### src/rtl/ahb_master.sv
// -----------------------------------------------------------------------------
// ahb_master
//
// Purpose:
//   A single-command AHB-Lite master. It accepts one command at a time and runs
//   it as a SINGLE, INCR4 or WRAP4 byte transfer. Burst beats are pipelined, so
//   the address phase of beat k overlaps the data phase of beat k-1. An ERROR
//   response cancels the remaining beats and ends the command with err set.
//
// Ports:
//   hclk, hresetn      bus clock (rising edge) and asynchronous active-low reset
//   start              command request, sampled only while busy=0
//   cmd_write          1=write, 0=read
//   cmd_addr           start address
//   cmd_burst          000 SINGLE, 010 WRAP4, 011 INCR4 (other codes run as SINGLE)
//   cmd_wdata          four write beats; beat k in bits [DATA_W*k +: DATA_W]
//   busy               a command is in progress
//   done               one-cycle completion pulse
//   err                last command ended on an ERROR response (held to next start)
//   rd_data            four read beats, packed like cmd_wdata
//   hsel .. hwdata     AHB master-side outputs
//   hready, hresp,     AHB slave responses
//   hrdata
// -----------------------------------------------------------------------------
module ahb_master #(
  parameter int ADDR_W = 10,
  parameter int DATA_W = 8
) (
  input  logic                  hclk,
  input  logic                  hresetn,
  input  logic                  start,
  input  logic                  cmd_write,
  input  logic [ADDR_W-1:0]     cmd_addr,
  input  logic [2:0]            cmd_burst,
  input  logic [4*DATA_W-1:0]   cmd_wdata,
  output logic                  busy,
  output logic                  done,
  output logic                  err,
  output logic [4*DATA_W-1:0]   rd_data,
  output logic                  hsel,
  output logic [ADDR_W-1:0]     haddr,
  output logic                  hwrite,
  output logic [2:0]            hsize,
  output logic [2:0]            hburst,
  output logic [3:0]            hprot,
  output logic [1:0]            htrans,
  output logic                  hmastlock,
  output logic [DATA_W-1:0]     hwdata,
  input  logic                  hready,
  input  logic                  hresp,
  input  logic [DATA_W-1:0]     hrdata
);

  typedef enum logic [2:0] {
    S_IDLE,
    S_ADDR,
    S_PIPE,
    S_DATA,
    S_FIN
  } state_t;

  localparam logic [1:0] HT_IDLE   = 2'b00;
  localparam logic [1:0] HT_NONSEQ = 2'b10;
  localparam logic [1:0] HT_SEQ    = 2'b11;

  localparam logic [2:0] HB_SINGLE = 3'b000;
  localparam logic [2:0] HB_WRAP4  = 3'b010;
  localparam logic [2:0] HB_INCR4  = 3'b011;

  // ---------------------------------------------------------------------------
  // State and latched command
  // ---------------------------------------------------------------------------
  state_t              r_state;
  logic [ADDR_W-1:0]   r_base;
  logic                r_write;
  logic [2:0]          r_burst;
  logic [4*DATA_W-1:0] r_wbeats;
  logic [1:0]          r_abeat;    // beat currently in its address phase (PIPE)
  logic [1:0]          r_dbeat;    // beat currently in its data phase
  logic                r_abort;    // ERROR seen; remaining beats cancelled

  // Registered outputs
  logic                r_busy;
  logic                r_done;
  logic                r_err;
  logic [4*DATA_W-1:0] r_rd_data;
  logic                r_hsel;
  logic [ADDR_W-1:0]   r_haddr;
  logic                r_hwrite;
  logic [2:0]          r_hburst;
  logic [1:0]          r_htrans;
  logic [DATA_W-1:0]   r_hwdata;

  // ---------------------------------------------------------------------------
  // Per-beat address and write-data tables for the latched command
  // ---------------------------------------------------------------------------
  logic [ADDR_W-1:0]   w_beat_addr [4];
  logic [DATA_W-1:0]   w_wbeat     [4];

  for (genvar gi = 0; gi < 4; gi++) begin : g_beat
    // WRAP4 only rolls the low two address bits; INCR4 carries through the
    // whole address and is allowed to wrap past the top of the address space.
    assign w_beat_addr[gi] = (r_burst == HB_WRAP4)
                           ? {r_base[ADDR_W-1:2], r_base[1:0] + 2'(gi)}
                           : r_base + ADDR_W'(gi);
    // Reads present zero on hwdata so the bus never shows stale write data.
    assign w_wbeat[gi] = r_write ? r_wbeats[DATA_W*gi +: DATA_W] : '0;
  end

  // Unsupported burst codes are executed (and shown on hburst) as SINGLE.
  logic [2:0] w_cmd_burst;
  assign w_cmd_burst = ((cmd_burst == HB_WRAP4) || (cmd_burst == HB_INCR4))
                     ? cmd_burst : HB_SINGLE;

  logic [1:0] w_abeat_inc;
  assign w_abeat_inc = r_abeat + 2'd1;

  // A read data phase finishes with good data only on hready with OKAY.
  logic w_capture;
  assign w_capture = !r_write && hready && !hresp;

  // ---------------------------------------------------------------------------
  // Control FSM with registered outputs
  // ---------------------------------------------------------------------------
  always_ff @(posedge hclk or negedge hresetn) begin
    if (!hresetn) begin
      r_state   <= S_IDLE;
      r_base    <= '0;
      r_write   <= 1'b0;
      r_burst   <= HB_SINGLE;
      r_wbeats  <= '0;
      r_abeat   <= 2'd0;
      r_dbeat   <= 2'd0;
      r_abort   <= 1'b0;
      r_busy    <= 1'b0;
      r_done    <= 1'b0;
      r_err     <= 1'b0;
      r_rd_data <= '0;
      r_hsel    <= 1'b0;
      r_haddr   <= '0;
      r_hwrite  <= 1'b0;
      r_hburst  <= 3'b000;
      r_htrans  <= HT_IDLE;
      r_hwdata  <= '0;
    end else begin
      r_done <= 1'b0;

      case (r_state)
        S_IDLE: begin
          if (start) begin
            r_base   <= cmd_addr;
            r_write  <= cmd_write;
            r_burst  <= w_cmd_burst;
            r_wbeats <= cmd_wdata;
            r_abort  <= 1'b0;
            r_busy   <= 1'b1;
            r_err    <= 1'b0;
            r_hsel   <= 1'b1;
            r_haddr  <= cmd_addr;
            r_hwrite <= cmd_write;
            r_hburst <= w_cmd_burst;
            r_htrans <= HT_NONSEQ;
            r_state  <= S_ADDR;
          end
        end

        // Beat 0 address phase. No data phase is outstanding here, so hresp
        // has nothing to refer to and is ignored.
        S_ADDR: begin
          if (hready) begin
            r_dbeat  <= 2'd0;
            r_hwdata <= w_wbeat[0];
            if (r_burst == HB_SINGLE) begin
              r_htrans <= HT_IDLE;
              r_state  <= S_DATA;
            end else begin
              r_abeat  <= 2'd1;
              r_haddr  <= w_beat_addr[1];
              r_htrans <= HT_SEQ;
              r_state  <= S_PIPE;
            end
          end
        end

        // Address phase of beat r_abeat overlapping data phase of r_dbeat.
        S_PIPE: begin
          if (hresp) begin
            // Cancel the pending address phase. If the slave is still in the
            // first ERROR cycle the data phase continues, so hwdata is kept.
            r_abort  <= 1'b1;
            r_htrans <= HT_IDLE;
            r_state  <= S_DATA;
            if (hready) begin
              r_hwdata <= '0;
            end
          end else if (hready) begin
            if (w_capture) begin
              r_rd_data[DATA_W*r_dbeat +: DATA_W] <= hrdata;
            end
            r_dbeat  <= r_abeat;
            r_hwdata <= w_wbeat[r_abeat];
            if (r_abeat == 2'd3) begin
              r_htrans <= HT_IDLE;
              r_state  <= S_DATA;
            end else begin
              r_abeat  <= w_abeat_inc;
              r_haddr  <= w_beat_addr[w_abeat_inc];
            end
          end
        end

        // Final data phase, or the tail of an ERROR response when aborting.
        S_DATA: begin
          if (hready) begin
            if (w_capture && !r_abort) begin
              r_rd_data[DATA_W*r_dbeat +: DATA_W] <= hrdata;
            end
            r_err    <= r_abort | hresp;
            r_done   <= 1'b1;
            r_busy   <= 1'b0;
            r_hsel   <= 1'b0;
            r_hwdata <= '0;
            r_state  <= S_FIN;
          end else if (hresp) begin
            r_abort <= 1'b1;
          end
        end

        // done is high for this one cycle; start is deliberately not sampled.
        S_FIN: begin
          r_state <= S_IDLE;
        end

        default: begin
          r_state <= S_IDLE;
        end
      endcase
    end
  end

  // ---------------------------------------------------------------------------
  // Outputs
  // ---------------------------------------------------------------------------
  assign busy      = r_busy;
  assign done      = r_done;
  assign err       = r_err;
  assign rd_data   = r_rd_data;
  assign hsel      = r_hsel;
  assign haddr     = r_haddr;
  assign hwrite    = r_hwrite;
  assign hburst    = r_hburst;
  assign htrans    = r_htrans;
  assign hwdata    = r_hwdata;
  assign hsize     = 3'b000;
  assign hprot     = 4'b0011;
  assign hmastlock = 1'b0;

endmodule
### config.mk
export PLATFORM = sky130hd
export DESIGN_NAME = ahb_master
export DESIGN_NICKNAME = d
export VERILOG_FILES = /design/src/rtl/ahb_master.sv
export SDC_FILE = /design/constraint.sdc
export NUM_CORES = 1
export LEC_CHECK = 0
export CAP_MARGIN = 20
export CORE_ASPECT_RATIO = 2
export CORE_MARGIN = 2
export CORE_UTILIZATION = 45
export CTS_CLUSTER_DIAMETER = 30
export DETAILED_ROUTE_END_ITERATION = 7
export PLACE_DENSITY = 0.86
export SYNTH_ARGS = -nofsm -noshare
export SYNTH_HDL_FRONTEND = slang
export SYNTH_SLANG_ARGS = --single-unit
### constraint.sdc
create_clock -name hclk -period 2 [get_ports hclk]
set_input_delay 0.3 -clock hclk [delete_from_list [all_inputs] [get_ports hclk]]
set_output_delay 0.3 -clock hclk [all_outputs]
set_load 0.03 [all_outputs]
## After elaboration in Yosys (flattened, before gate mapping)

Cells that the tools add are included.

- Flip-flop bits (word level): 109
- Input port bits: 59
- Output and inout bits: 68
- Logic and storage cells: 143

- Add/sub/neg operators: 8
- $lt $le $gt $ge: 2
- Eq/ne operators: 19
- Shift-type cells: 2
- Muxes and demuxes: 69
- Bitwise operators: 3
- Reduce and logical (&&, ||, !) cells: 25

Operators by type and width:

| kind | number |
|---|---|
| $mux W32 | 5 |
| $mux W10 | 11 |
| $mux W8 | 10 |
| $pmux W32 S2 | 1 |
| $neg A5 Y34 | 1 |
| $shift A8 B34 Y32 const A | 1 |
| $shiftx A8 B34 Y32 | 1 |
| $bwmux W32 | 1 |
| $pmux W10 S3 | 1 |
| $mux W2 | 14 |
| $pmux W8 S3 | 1 |
| $mux W3 | 7 |
| $add A10 B2 Y10 const B | 2 |
| $bmux W10 S2 | 1 |
| $ne A2 B2 Y1 const B | 10 |
| $bmux W8 S2 | 1 |
| $eq A3 B2 Y1 const B | 5 |
| $pmux W3 S4 | 1 |
| $reduce_and A6 Y1 | 2 |
| $add A10 B1 Y10 const B | 1 |
| $reduce_and A5 Y1 | 2 |
| $mux W1 | 9 |
| $reduce_and A3 Y1 | 3 |
| $reduce_bool A3 Y1 | 3 |
| 20 further kinds | 34 |

## Longest topological paths before layout

Gate-level depths: netlist (run 1).

- Depth in word-level cells: 9
- Gate-level depth with buffers: 7
- Gate-level depth less buffers: 7

## Least setup slack after synthesis (run 1)

Ideal clock, no wire load.

- Path type: register to register
- From: reg hburst[1] (netlist name)
- To: reg r_haddr[2], in the netlist haddr[2]
- Data arrival time: 1.738 ns
- Required time: 1.852 ns
- Path slack: 0.114 ns
- Cell stages (with the launch flop): 7
- Cell sequence: dfrtp_1 nor3b_1 clkbuf_1 a21oi_1 o21a_1 a221oi_1 a31oi_1

RTL lines:

| what | RTL line | source |
|---|---|---|
| end signal: assignment | 159 | `r_haddr <= cmd_addr;` |
| end signal: assignment | 178 | `r_haddr <= w_beat_addr[1];` |
| end signal: assignment | 207 | `r_haddr <= w_beat_addr[w_abeat_inc];` |
| end: declaration | 88 | `logic [ADDR_W-1:0] r_haddr;` |

## Worst setup path after layout (run 1)

- From: in hresp
- To: reg r_haddr[6], in the netlist haddr[6]

- Longest elaborated chain between the ends: 2

Ends and longest elaborated chain:

| what | RTL line | source |
|---|---|---|
| start: declaration | 50 | `input logic hresp,` |
| $ne A2 B2 Y1 (no source line) | -- |  |
| $reduce_and A7 Y1 (no source line) | -- |  |

Every way passes these cells.
A chain may end at the register's enable or synchronous reset.

==> flow_metrics.env, run 1 <==
export IMPL_die_x_um=81.7
export IMPL_multiInputGateArea_um2=2530
export IMPL_track_usage_pct=22.8
export IMPL_clock_skew_ns=0.0132
export IMPL_start_util_pct=46.2
export IMPL_io_pins=127
export IMPL_synth_edf_count=0
export IMPL_insertion_delay_ns=0.36
export IMPL_leakagePower_nw=3.01
export IMPL_maxCapViolCount=0
export IMPL_grt_ovfl_total=0
export IMPL_numCtsBuffers=9
export IMPL_drv_slew=0
export IMPL_place_area_um2=6960
export IMPL_crit_fanout=10
export IMPL_via_per_inst=5.66
export IMPL_coreArea_um2=11800
export IMPL_hold_buffers=0
export IMPL_async_flop_share_pct=100
export IMPL_yosysUniqueCellTypes=56
export IMPL_synth_area_um2=5430
export IMPL_total_power_mw=10.8
export IMPL_seq_area_frac_synth_pct=50.2
export IMPL_vias=4531
export IMPL_dp_hpwl_um=10600
export IMPL_max_freq_mhz=524
export IMPL_synthCells=518
export IMPL_syn_to_final_growth_pct=34.1
export IMPL_grt_pass1_wl_um=23000
export IMPL_drive_gt1_share_pct=12.0
export IMPL_layout_common_cells="117 x clkdlybuf4s50_1, 109 x dfrtp_1, 95 x nand2_1, 40 x mux2_1, 35 x o21ai_0"
export IMPL_fp_dieH_um=159
export IMPL_critPathKind="in -> reg"
export IMPL_yosys_warnings=0
export IMPL_min_period_ns=1.91
export IMPL_slew_headroom_pct=58.6
export IMPL_antenna_found_initial=0
export IMPL_drc=0
export IMPL_wl_per_cell_um=17.5
export IMPL_cts_sinks=109
export IMPL_hold_ws_ns=0.0000690
export IMPL_postCtsSetupRepairBufs=0
export IMPL_gp_congestion=0.916
export IMPL_hold_viol=0
export IMPL_rsz0062_at_grt="true"
export IMPL_synthFlopType="dfrtp_1"
export IMPL_finalCritPeriodShare_pct=95.3
export IMPL_grt_max_degree=110
export IMPL_arrival_ns=2.14
export IMPL_setup_viol_count_final=0
export IMPL_grt_pass1_vias=4812
export IMPL_avgSynthCellArea_um2=10.5
export IMPL_row_count=56
export IMPL_register_area_um2=2730
export IMPL_final_common_cell="clkdlybuf4s50_1"
export IMPL_status="finished, final reports clean"
export IMPL_first_pass_iters=5
export IMPL_ir_worst_vdd_uv=876
export IMPL_clk_pin_slew_ns=0.08
export IMPL_numPortBuffers=118
export IMPL_ys_seq_elements=109
export IMPL_crit_required_ns=2.24
export IMPL_powerDensity_nw_per_um2=1480
export IMPL_design_area_um2=7280
export IMPL_fillers=915
export IMPL_die_area_um2=13000
export IMPL_worstMarginPinSlew_ns=0.617
export IMPL_drt_iter0_drc=353
export IMPL_endpoint_kind="flop"
export IMPL_clockRootBuffer="clkbuf_16"
export IMPL_n_antenna_cell=0
export IMPL_hold_class="in -> async"
export IMPL_ant_nets=0
export IMPL_cts_path_max_buffers=2
export IMPL_cts_tree="yes"
export IMPL_htreeDepth=3
export IMPL_setup_worst_path_start_class="primary input"
export IMPL_finalNetCount=720
export IMPL_wirelength_um=14000
where the power goes:
group | total [mW] | internal [mW] | switching [mW]
Sequential | 3.67 | 3.00 | 0.670
Clock | 1.79 | 0.890 | 0.900
Combinational | 5.33 | 2.45 | 2.89
synthesized netlist by cell type (all sizes together), types with 2 or more instances:
cell	n	area [um^2]
o21a	2	15.0
nor2	20	85.1
mux2	45	507
buf	19	115
nand3	7	35.0
a21oi	16	80.1
o21ai	58	290
nor2b	3	18.8
inv	11	41.3
nand3b	2	15.0
o2bb2ai	2	17.5
xor2	4	35.0
a31oi	4	25.0
nor3b	5	37.5
nor4	6	37.5
dfrtp	109	2730
ha	10	125
conb	2	7.51
o31ai	2	15.0
or3	6	37.5
nor3	6	35.0
mux4	8	180
xnor2	5	43.8
clkbuf	16	60.1
nand2	95	357
or3b	2	17.5
o22ai	3	18.8
o22a	2	17.5
a221oi	6	83.8
a22oi	10	75.1
nand2b	8	60.1
and3	2	12.5
nand4	4	25.0
o31a	6	52.6
sequential cells by signal, indices dropped and copies added (netlist names):
name      flops
rd_data      32
hwdata        8
r_abort       1
err           1
r_dbeat       2
hsel          1
hburst        3
r_abeat       2
done          1
r_base       10
r_state       3
haddr        10
hwrite        1
r_wbeats     32
htrans        2
cell type report:
type | count | area share (%)
multi-input combinational | 369 | 34.7
timing repair buffer | 151 | 20.7
clock buffer | 9 | 3.09
sequential | 109 | 37.5
tap | 145 | 2.49
inverter | 11 | 0.567
clock inverter | 7 | 1.01
what timing repair did:
| action | in CTS | in global routing |
|---|---|---|
| resized for setup | 1 | 4 |
| pin swaps | 0 | 2 |
| setup endpoints to repair | 1 | 7 |
layer usage:
layer  up-vias  part of all wire, %  wire length, um  GRT usage, %
met4         0                  3.8              525          12.0
met3        47                  5.0              705          4.37
li1       2089                    -                -             -
met2       194                   56             7880          41.2
met5         -                    0                0             0
met1      2201                   35             4880          23.8
worst max-delay path: stages:
cell	delay [ns]
clkdlybuf4s50_1	0.43
nand2b_1	0.21
o32a_1	0.37
or3_4	0.39
buf_6	0.16
a221oi_2	0.18
a21oi_1	0.11
final timing paths:
path                                    from      endpoint  slack, ns  cells past startpoint
worst max-delay path                   hresp      haddr[6]       0.09                      7
max in group asynchronous            hresetn          hsel       1.55                      2
worst min register to register  r_wbeats[27]  r_wbeats[27]       0.49                      1
min in group hclk               r_wbeats[27]  r_wbeats[27]       0.49                      1
worst min-delay path                 hresetn  r_wbeats[17]    0.00007                      2
worst max register to register    r_state[0]      haddr[6]       0.10                      6
through the flow:
stage	worst slack, ns	utilization (%)	setup TNS [ns]	cells
6_report	0.0933	61.9	0	801
5_1_grt	0.00571	61.9	0	801
4_1_cts	0.0135	61.7	0	801
3_5_place_dp	-0.324	59.2	-6.50	785
3_3_place_gp	-0.230	59.2	-4.14	785
2_1_floorplan	0.114	-	0	524
cells by family after synthesis:
kind of cell | share of synthesized area (%)
AND/OR/NAND/NOR | 15.1
other | 0.138
AO/OA/AOI/OAI | 14.0
adder cells (fa/ha/maj) | 2.30
buffers and inverters | 3.98
flip-flops | 50.2
XOR/XNOR | 1.45
multiplexers | 12.8
(Power assumes the default switching activity.)
==> run 2, diff against run 1 <==
CORE_MARGIN = 5   (was 2)
==> run 2 against run 1 <==
Utilization shrank 0.14 points. Non-clock buffer count is 3 higher. Largest cell class unchanged. Clock skew decreased by 0.0050 ns. Design area fell by 0.22%. Total power shrank 1.1%. Die area increased by 11%. Global-route usage shrank 3.0 points. First-iteration DRC count down 51%. Register-to-register slack got worse by 0.02 ns. Sequential share of layout area is 0.084 points higher. Flip-flop and latch count unchanged. Clock power fell by 4%. Critical endpoint is now haddr[4].
==> flow_metrics.env, run 2 (synthesis results as in run 1) <==
export IMPL_top_usage_layer="met2"
export IMPL_first_pass_iters=4
export IMPL_ant_nets=0
export IMPL_coreArea_um2=11800
export IMPL_design_area_um2=7270
export IMPL_drt_iter0_drc=173
export IMPL_max_freq_mhz=519
export IMPL_drv_slew=0
export IMPL_numCtsBuffers=9
export IMPL_finalCritPeriodShare_pct=96.3
export IMPL_die_x_um=87.7
export IMPL_wirelength_um=13800
export IMPL_finalNetCount=723
export IMPL_met2_usage_pct=36.2
export IMPL_place_area_um2=6990
export IMPL_endpoint_kind="flop"
export IMPL_crit_fanout=10
export IMPL_dp_hpwl_um=10700
export IMPL_htreeDepth=3
export IMPL_cp_startpoint="hresp"
export IMPL_worstMarginPinSlew_ns=0.657
export IMPL_clk_pin_slew_ns=0.08
export IMPL_start_util_pct=46.2
export IMPL_clockRootBuffer="clkbuf_16"
export IMPL_reg2reg_from="r_abeat[0]"
export IMPL_track_usage_pct=19.8
export IMPL_status="finished, final reports clean"
export IMPL_wl_per_cell_um=17.2
export IMPL_cts_path_max_buffers=2
export IMPL_antenna_found_initial=0
export IMPL_min_period_ns=1.93
export IMPL_io_pins=127
export IMPL_final_common_cell="clkdlybuf4s50_1"
export IMPL_die_area_um2=14500
export IMPL_ir_worst_vdd_uv=879
export IMPL_maxCapViolCount=0
export IMPL_grt_pass1_wl_um=22300
export IMPL_postCtsSetupRepairBufs=0
export IMPL_cts_sinks=109
export IMPL_pre_cts_slack_ns=-0.281
export IMPL_setup_worst_path_start_class="primary input"
export IMPL_vias=4409
export IMPL_rrSetupSlack_ns=0.08
export IMPL_r2r_cells=6
export IMPL_grt_max_degree=110
export IMPL_leakagePower_nw=3.01
export IMPL_dp_cells=788
export IMPL_grt_pass1_vias=4637
export IMPL_via_per_inst=5.49
export IMPL_worstReg2RegEnd="haddr[4]"
export IMPL_use_met1_pct=21.3
export IMPL_clock_skew_ns=0.00824
export IMPL_powerDensity_nw_per_um2=1470
export IMPL_syn_to_final_growth_pct=33.8
export IMPL_gp_congestion=0.872
export IMPL_hold_viol=0
export IMPL_total_power_mw=10.7
export IMPL_drc=0
export IMPL_arrival_ns=2.15
export IMPL_fillers=970
export IMPL_grt_use_met3_pct=3.87
export IMPL_instances_no_fill=803
export IMPL_hold_class="in -> async"
export IMPL_drive_gt1_share_pct=11.9
export IMPL_cts_tree="yes"
export IMPL_grt_ovfl_total=0
export IMPL_crit_required_ns=2.23
export IMPL_insertion_delay_ns=0.35
export IMPL_setup_viol_count_final=0
export IMPL_slew_headroom_pct=55.9
export IMPL_fp_dieH_um=165
export IMPL_critPathKind="in -> reg"
export IMPL_n_antenna_cell=0
export IMPL_layout_common_cells="117 x clkdlybuf4s50_1, 109 x dfrtp_1, 95 x nand2_1, 40 x mux2_1, 35 x o21ai_0"
export IMPL_numPortBuffers=118
export IMPL_setup_ws_ns=0.0747
export IMPL_final_util_pct=61.7
export IMPL_rsz0062_at_grt="false"
export IMPL_row_count=56
==> run 2: cell types whose count changed in the layout (fill, tap and decap cells not counted), sizes merged <==
cell	change
buf	+3
inv	-1
clkinv	-1
clkinvlp	+1
==> run 2: per-stage QoR <==
stage / hold WS [ns] / setup TNS [ns]
2_1_floorplan: 0.00441 / 0
3_3_place_gp: 0.409 / -1.96
3_5_place_dp: 0.423 / -2.37
4_1_cts: 0.0406 / 0
5_1_grt: 0.0667 / 0
6_report: 0.00651 / 0
==> run 2: worst max path at each step <==
stage          endpoint  slack (ns)  depth (start not counted)
6_report       haddr[4]        0.07                          7
5_1_grt        haddr[8]        0.01                          6
4_1_cts        haddr[6]        0.04                          6
3_5_place_dp   haddr[6]       -0.28                          7
3_3_place_gp   haddr[6]       -0.24                          7
2_1_floorplan  haddr[2]        0.11                          6
==> run 2: where the power goes <==
part / internal [mW] / switching [mW] / total [mW]
registers: 3.00 / 0.655 / 3.66
clock network: 0.863 / 0.845 / 1.71
logic: 2.46 / 2.85 / 5.31
total: 6.32 / 4.35 / 10.7
==> run 2: final cells by class <==
type / instances / area (um^2) / area share (%)
Clock inverter: 6 / 53.8 / 0.740
Inverter: 11 / 41.3 / 0.568
Timing Repair Buffer: 154 / 1520 / 21.0
Sequential cell: 109 / 2730 / 37.5
Clock buffer: 9 / 225 / 3.10
Multi-Input combinational cell: 369 / 2510 / 34.6
Tap cell: 145 / 181 / 2.50
==> run 2: routing by layer <==
metal,up-vias,share of wire (%)
met4,0,2.8
met5,-,0
met2,143,56
li1,2094,-
met3,35,5.3
met1,2137,36
==> run 2: critical path: stages <==
cell and delay (ns):
clkdlybuf4s50_1 0.42, nand2b_1 0.21, o32a_1 0.37, or3_1 0.37
buf_4 0.20, a221oi_2 0.18, a21oi_1 0.10
==> run 2: repair_timing <==
action | CTS | global route
endpoints found under the setup margin | 0 | 6
resized for setup | 0 | 1
hold buffers | 0 | 0
